==> src/rtl/ext_int_input_unit_pkg.sv <==
// Shared types and defaults for the external interrupt input front end.
// Latency: n/a (types and constants only).
// Backpressure: n/a.
package int_pkg;

  // Per-channel event selection, encoded as it appears on int_mode.
  typedef enum logic [1:0] {
    INT_RISE  = 2'b00,
    INT_FALL  = 2'b01,
    INT_BOTH  = 2'b10,
    INT_LEVEL = 2'b11
  } int_mode_e;

  localparam int SYNC_STAGES_DEF = 2;

  // int_id width; a single channel still gets a 1-bit ID.
  function automatic int id_width(input int n_ch);
    return (n_ch > 1) ? $clog2(n_ch) : 1;
  endfunction

endpackage

==> src/rtl/ext_int_input_unit_if.sv <==
// Pin/config/status bundle between interrupt sources, software regs and controller.
// Latency: n/a (wiring only).
// Backpressure: none; pending bits are level-held until software clears them.
interface ext_int_input_unit_if #(
  parameter int N_CH   = 8,
  parameter int FILT_W = 4,
  parameter int ID_W   = int_pkg::id_width(N_CH)
);
  logic [N_CH-1:0]   int_in;
  logic [2*N_CH-1:0] int_mode;
  logic [N_CH-1:0]   filt_en;
  logic [FILT_W-1:0] filt_len;
  logic [N_CH-1:0]   int_clr;
  logic [N_CH-1:0]   int_mask;
  logic [N_CH-1:0]   int_pend;
  logic              int_req;
  logic [ID_W-1:0]   int_id;
  logic              int_id_vld;

  // Side that drives pins and configuration and observes the request.
  modport master (
    output int_in, int_mode, filt_en, filt_len, int_clr, int_mask,
    input  int_pend, int_req, int_id, int_id_vld
  );

  // The interrupt input unit itself.
  modport slave (
    input  int_in, int_mode, filt_en, filt_len, int_clr, int_mask,
    output int_pend, int_req, int_id, int_id_vld
  );
endinterface

==> src/rtl/ext_int_input_unit_channel.sv <==
// One interrupt channel: synchroniser, glitch filter, edge/level detect, pending latch.
// Latency: pin sampled at edge k -> pend_o after edge k+SYNC_STAGES+1 (+filt_len when filtering).
// Backpressure: none; the pending bit holds until cleared (set wins over clear).
module ext_int_channel
  import int_pkg::*;
#(
  parameter int SYNC_STAGES = SYNC_STAGES_DEF,
  parameter int FILT_W      = 4
) (
  input  logic              clk,
  input  logic              rst,
  input  logic              pin_i,
  input  int_mode_e         mode_i,
  input  logic              filt_en_i,
  input  logic [FILT_W-1:0] filt_len_i,
  input  logic              clr_i,
  output logic              pend_o
);

  logic [SYNC_STAGES-1:0] sync_q;
  logic                   sync;
  logic                   filt_q, filt_d;
  logic                   filt_dly_q;
  logic [FILT_W-1:0]      cnt_q, cnt_d;
  logic                   pend_q, pend_d;
  logic                   rise, fall, evt;

  assign sync = sync_q[SYNC_STAGES-1];

  // Filter next state: the synchronised value must disagree for filt_len+1 cycles.
  // A shortened filt_len mid-count is compared immediately; cnt is not reset.
  always_comb begin
    filt_d = filt_q;
    cnt_d  = cnt_q;
    if (!filt_en_i || (filt_len_i == '0)) begin
      filt_d = sync;
      cnt_d  = '0;
    end else if (sync == filt_q) begin
      cnt_d = '0;
    end else if (cnt_q == filt_len_i) begin
      filt_d = sync;
      cnt_d  = '0;
    end else begin
      cnt_d = cnt_q + 1'b1;
    end
  end

  // Event select; filt_dly_q tracks in every mode so a mode switch makes no false edge.
  always_comb begin
    rise = filt_q & ~filt_dly_q;
    fall = ~filt_q & filt_dly_q;
    unique case (mode_i)
      INT_RISE:  evt = rise;
      INT_FALL:  evt = fall;
      INT_BOTH:  evt = rise | fall;
      INT_LEVEL: evt = filt_q;
      default:   evt = 1'b0;
    endcase
    pend_d = evt | (pend_q & ~clr_i);
  end

  // State registers: sync chain, filter, edge history and the pending latch.
  always_ff @(posedge clk) begin
    if (rst) begin
      sync_q     <= '0;
      filt_q     <= 1'b0;
      filt_dly_q <= 1'b0;
      cnt_q      <= '0;
      pend_q     <= 1'b0;
    end else begin
      sync_q     <= {sync_q[SYNC_STAGES-2:0], pin_i};
      filt_q     <= filt_d;
      filt_dly_q <= filt_q;
      cnt_q      <= cnt_d;
      pend_q     <= pend_d;
    end
  end

  assign pend_o = pend_q;

endmodule

==> src/rtl/ext_int_input_unit.sv <==
// Multi-channel external/NMI interrupt front end with masked lowest-index request.
// Latency: filter off, pin sampled at edge k -> int_pend after edge k+SYNC_STAGES+1; req/id are 0-cycle from pend.
// Backpressure: none; requests stay asserted while an unmasked bit is pending.
module ext_int_input_unit
  import int_pkg::*;
#(
  parameter int N_CH        = 8,
  parameter int SYNC_STAGES = SYNC_STAGES_DEF,
  parameter int FILT_W      = 4
) (
  input logic                clk,
  input logic                rst,
  ext_int_input_unit_if.slave bus
);

  localparam int ID_W = id_width(N_CH);

  logic [N_CH-1:0] pend;
  logic [N_CH-1:0] req_vec;
  logic [ID_W-1:0] id;

  for (genvar g = 0; g < N_CH; g++) begin : g_ch
    ext_int_channel #(
      .SYNC_STAGES (SYNC_STAGES),
      .FILT_W      (FILT_W)
    ) u_ch (
      .clk        (clk),
      .rst        (rst),
      .pin_i      (bus.int_in[g]),
      .mode_i     (int_mode_e'(bus.int_mode[2*g+1 -: 2])),
      .filt_en_i  (bus.filt_en[g]),
      .filt_len_i (bus.filt_len),
      .clr_i      (bus.int_clr[g]),
      .pend_o     (pend[g])
    );
  end

  assign req_vec = pend & ~bus.int_mask;

  // Lowest-index priority: scan downward so the smallest set index is written last.
  always_comb begin
    id = '0;
    for (int i = N_CH - 1; i >= 0; i--) begin
      if (req_vec[i]) id = ID_W'(i);
    end
  end

  assign bus.int_pend   = pend;
  assign bus.int_req    = |req_vec;
  assign bus.int_id     = id;
  assign bus.int_id_vld = |req_vec;

endmodule

==> src/flat_wrapper.sv <==
// flat-port wrapper written by rule: the top's interface ports become plain ports
module ext_int_input_unit_flat import int_pkg::*;
#(
  parameter int N_CH        = 8,
  parameter int SYNC_STAGES = SYNC_STAGES_DEF,
  parameter int FILT_W      = 4
)
  (clk, rst, bus_int_in, bus_int_mode, bus_filt_en, bus_filt_len, bus_int_clr, bus_int_mask, bus_int_pend, bus_int_req, bus_int_id, bus_int_id_vld);
  ext_int_input_unit_if #(.N_CH(N_CH), .FILT_W(FILT_W)) bus_i ();
  input logic clk;
  input logic rst;
  input wire logic [$bits(bus_i.int_in)-1:0] bus_int_in;
  input wire logic [$bits(bus_i.int_mode)-1:0] bus_int_mode;
  input wire logic [$bits(bus_i.filt_en)-1:0] bus_filt_en;
  input wire logic [$bits(bus_i.filt_len)-1:0] bus_filt_len;
  input wire logic [$bits(bus_i.int_clr)-1:0] bus_int_clr;
  input wire logic [$bits(bus_i.int_mask)-1:0] bus_int_mask;
  output wire logic [$bits(bus_i.int_pend)-1:0] bus_int_pend;
  output wire logic [$bits(bus_i.int_req)-1:0] bus_int_req;
  output wire logic [$bits(bus_i.int_id)-1:0] bus_int_id;
  output wire logic [$bits(bus_i.int_id_vld)-1:0] bus_int_id_vld;
  assign bus_i.int_in = bus_int_in;
  assign bus_i.int_mode = bus_int_mode;
  assign bus_i.filt_en = bus_filt_en;
  assign bus_i.filt_len = bus_filt_len;
  assign bus_i.int_clr = bus_int_clr;
  assign bus_i.int_mask = bus_int_mask;
  assign bus_int_pend = bus_i.int_pend;
  assign bus_int_req = bus_i.int_req;
  assign bus_int_id = bus_i.int_id;
  assign bus_int_id_vld = bus_i.int_id_vld;
  ext_int_input_unit #(.N_CH(N_CH), .SYNC_STAGES(SYNC_STAGES), .FILT_W(FILT_W)) u_core (.clk(clk), .rst(rst), .bus(bus_i));
endmodule
==> config.mk <==
export PLATFORM = sky130hd
export DESIGN_NAME = ext_int_input_unit_flat
export DESIGN_NICKNAME = d
export VERILOG_FILES = /design/src/rtl/ext_int_input_unit_pkg.sv /design/src/rtl/ext_int_input_unit_if.sv /design/src/rtl/ext_int_input_unit_channel.sv /design/src/rtl/ext_int_input_unit.sv /design/src/flat_wrapper.sv
export SDC_FILE = /design/constraint.sdc
export NUM_CORES = 1
export LEC_CHECK = 0
export ABC_AREA = 1
export CAP_MARGIN = 20
export CORE_ASPECT_RATIO = 0.9
export CORE_MARGIN = 1.5
export CORE_UTILIZATION = 30
export CTS_BUF_LIST = sky130_fd_sc_hd__clkbuf_4
export DETAILED_ROUTE_END_ITERATION = 8
export DONT_BUFFER_PORTS = 1
export GPL_TIMING_DRIVEN = 0
export HOLD_SLACK_MARGIN = 0.12
export PLACE_DENSITY = 0.53
export SYNTH_ARGS = -nofsm -noshare
export SYNTH_HDL_FRONTEND = slang
export SYNTH_SLANG_ARGS = --single-unit
==> constraint.sdc <==
create_clock -name clk -period 3.1 [get_ports clk]
set_input_delay 0.62 -clock clk [delete_from_list [all_inputs] [get_ports clk]]
set_output_delay 0.62 -clock clk [all_outputs]
set_load 0.005 [all_outputs]
==> metrics.md <==
| Metric | Value |
|---|---|
| Gpl congestion | `0.735` |
| Synth top area share | `0.357` |
| Critical Path RT | `2.48 ns` |
| Hold-fix buffers at CTS | `0` |
| Slew Limit Fails | `0` |
| Top post-synthesis cells by area | `dfxtp_1 (36%), nand2_1 (12%), nor2_1 (8.6%)` |
| TNS Setup | `0 ns` |
| DR WL/cell | `11.6 um` |
| Register area share after synthesis | `0.357` |
| Leak | `1.97 nW` |
| Die Span X | `125 um` |
| Vias/cell | `around 4.4` |
| CTS Sinks | `72` |
| 1st-iter DRT viols | `165` |
| Synth area leader | `dfxtp_1` |
| Dpl cells | `approximately 730` |
| Unique cell type count in the Yosys netlist | `27` |
| Syn nets | `643` |
| Share of cells above drive strength 1 | `0.162` |
| Vias in the first global route | `about 3,100` |
| Num CTS Buffers | `9` |
| Crit path launch type | `flop` |
| Global-route wire length before repair | `between 10 and 15 mm` |
| I/O pin count | `67` |
| P&R area growth vs syn | `9.25%` |
| CTS root buffer | `clkbuf_4` |
| Clk pin slew, worst setup/hold paths | `0.13 ns` |
| Max-slew headroom | `0.633` |
| ANT cells | `0` |
| Highest clock rate | `467 MHz` |
| R2R setup slack | `roughly 1.8 ns` |
| Fin crit period | `about 2.1 ns` |
| Routed vias | `approximately 3,300` |
| Most common cell after layout, fill and taps aside | `nand2_1` |
| Later-pin clock latency in the skew report | `between 0.4 and 0.5 ns` |
| Final cell count without fillers | `approximately 750` |
| Crit Path Max Fanout | `3` |
| Cell Area, Synth | `between 4000 and 5000 um2` |
| Final setup violation count | `0` |
| Final ANT Viol Nets | `0` |
| Core region area | `13,300 um2` |
| Yosys warns | `0` |
| Number of H-tree levels | `3` |
| RSZ-0062 raised after global routing | `no` |
| FF+latch count, synth | `72` |
| Status | `completed` |
| Crit path DAT | `1.52 ns` |
| Most frequent cells in the layout | `nand2_1 (128), nor2_1 (93), inv_1 (92)` |
| Hold Path Class | `input pin to flop` |
| Post-CTS Setup Inserts | `0` |
| Chip height | `113 um` |
| Post-Layout Inst Area | `4420 um2` |
| Routed wl met2 | `approximately 4.2 mm` |
| WS Path Type | `flop to primary output` |
| P per Cell Area | `around 440 nW/um2` |
| Fill cell count | `1,404` |
| Starting density of the core | `0.305` |
| DP Wirelength | `6.62 mm` |
| Antenna violations before repair | `0` |
| Maximum clock insertion buffer count | `2` |
| Row cnt | `40` |
| Metal3 WL | `357 um` |
| Crit. End Element | `primary output` |
| Port bufs | `0` |
| Mean Syn Cell Area | `around 7 um2` |
| Met1 wire length | `around 4 mm` |
| Cells after Synth | `roughly 570` |
| Fin crit share | `0.690` |
| Total gr overflow | `0` |
| Die ar. | `about 14,000 um2` |
| Final hold violations | `0` |
| Maximum VDD drop | `165 uV` |
| Clock Skews | `about 0.020 ns` |
| First drt pass iteration count | `4` |
| Highest routed layer | `met4` |
| DR DRC count | `0` |
| # resized after CTS | `0` |
| Post-Route WL | `between 8 and 9 mm` |
| Layout Nets | `about 650` |
| Max cap viols | `0` |
| Largest net degree at the start of global routing | `13` |
| Placed Area | `between 4000 and 5000 um2` |
| Slew @ Worst Pin | `0.550 ns` |
| CTS tree | `built` |
| All-Layer GR Usage | `0.128` |
Yosys cell counts:
master and instances:
a21boi_2 8, a21oi_1 19, a21oi_2 2, a31oi_1 5, buf_4 9, buf_6 6, clkbuf_1 3, clkinv_2 1
dfxtp_1 72, ha_1 24, inv_1 92, inv_4 3, inv_6 1, nand2_1 128, nand2_2 10, nand3_1 8
nand3_2 16, nor2_1 93, nor2_2 16, nor2_8 2, nor3_1 9, o211ai_1 4, o21ai_0 12, o21ai_1 2
or2_2 4, xnor2_1 8, xor2_1 8
per-stage QoR:
step	utilization	hold WS (ns)	setup WS, ns	total power, mW
6_report	0.333	0.271	0.960	1.94
4_1_cts	0.333	0.230	0.904	1.98
3_3_place_gp	0.321	0.393	1.18	1.27
2_1_floorplan	-	0.388	1.24	1.22
5_1_grt	0.333	0.229	0.792	2.06
3_5_place_dp	0.321	0.398	1.18	1.28
state kept, by name, indices dropped and copies added, names as in the netlist:
signal	cells
u_core.g_ch.u_ch.sync_q	16
u_core.g_ch.u_ch.filt_dly_q	8
u_core.g_ch.u_ch.pend_o	8
u_core.g_ch.u_ch.filt_q	8
u_core.g_ch.u_ch.cnt_q	32
final cells by class:
class / instances / area [um2] / share of cell area
well taps: 168 / 210 / 0.0476
plain buffers: 18 / 146 / 0.0331
multi-input cells: 378 / 2080 / 0.470
clock buffers: 11 / 82.6 / 0.0187
flip-flops and latches: 72 / 1440 / 0.326
inverters: 97 / 378 / 0.0856
clock inverters: 5 / 81.3 / 0.0184
cell families after synthesis:
group,count (synthesis),share of synthesized area
buf+inv,115,0.130
fa+ha+maj,24,0.0743
compound gates,52,0.0826
xor+xnor,16,0.0347
flops,72,0.357
simple gates,286,0.322
layer usage:
metal	vias to the layer above	track usage
li1	1729	-
met1	1489	0.158
met2	48	0.218
met3	7	0.0444
met4	0	0.0250
met5	-	0
where the power goes:
part	total, mW	switching, mW	internal [mW]
clock network	0.691	0.346	0.345
registers	0.987	0.0268	0.960
logic	0.264	0.157	0.106
final timing paths:
| check | end | depth (start not counted) | from |
|---|---|---|---|
| worst max-delay path | bus_int_req | 6 | u_core.g_ch[2].u_ch.pend_o |
| worst min-delay path | u_core.g_ch[4].u_ch.sync_q[0] | 2 | bus_int_in[4] |
| worst max register to register | u_core.g_ch[4].u_ch.pend_o | 7 | u_core.g_ch[4].u_ch.filt_q |
| worst min register to register | u_core.g_ch[6].u_ch.sync_q[1] | 2 | u_core.g_ch[6].u_ch.sync_q[0] |
worst max-delay path, stage by stage (launching register included):
cell     delay (ns)
dfxtp_1        0.35
inv_1          0.06
or2_2          0.30
nand2_1        0.10
nor2_1         0.05
nand2_1        0.10
buf_4          0.12
Note: power is estimated with default switching activity, not from simulation.
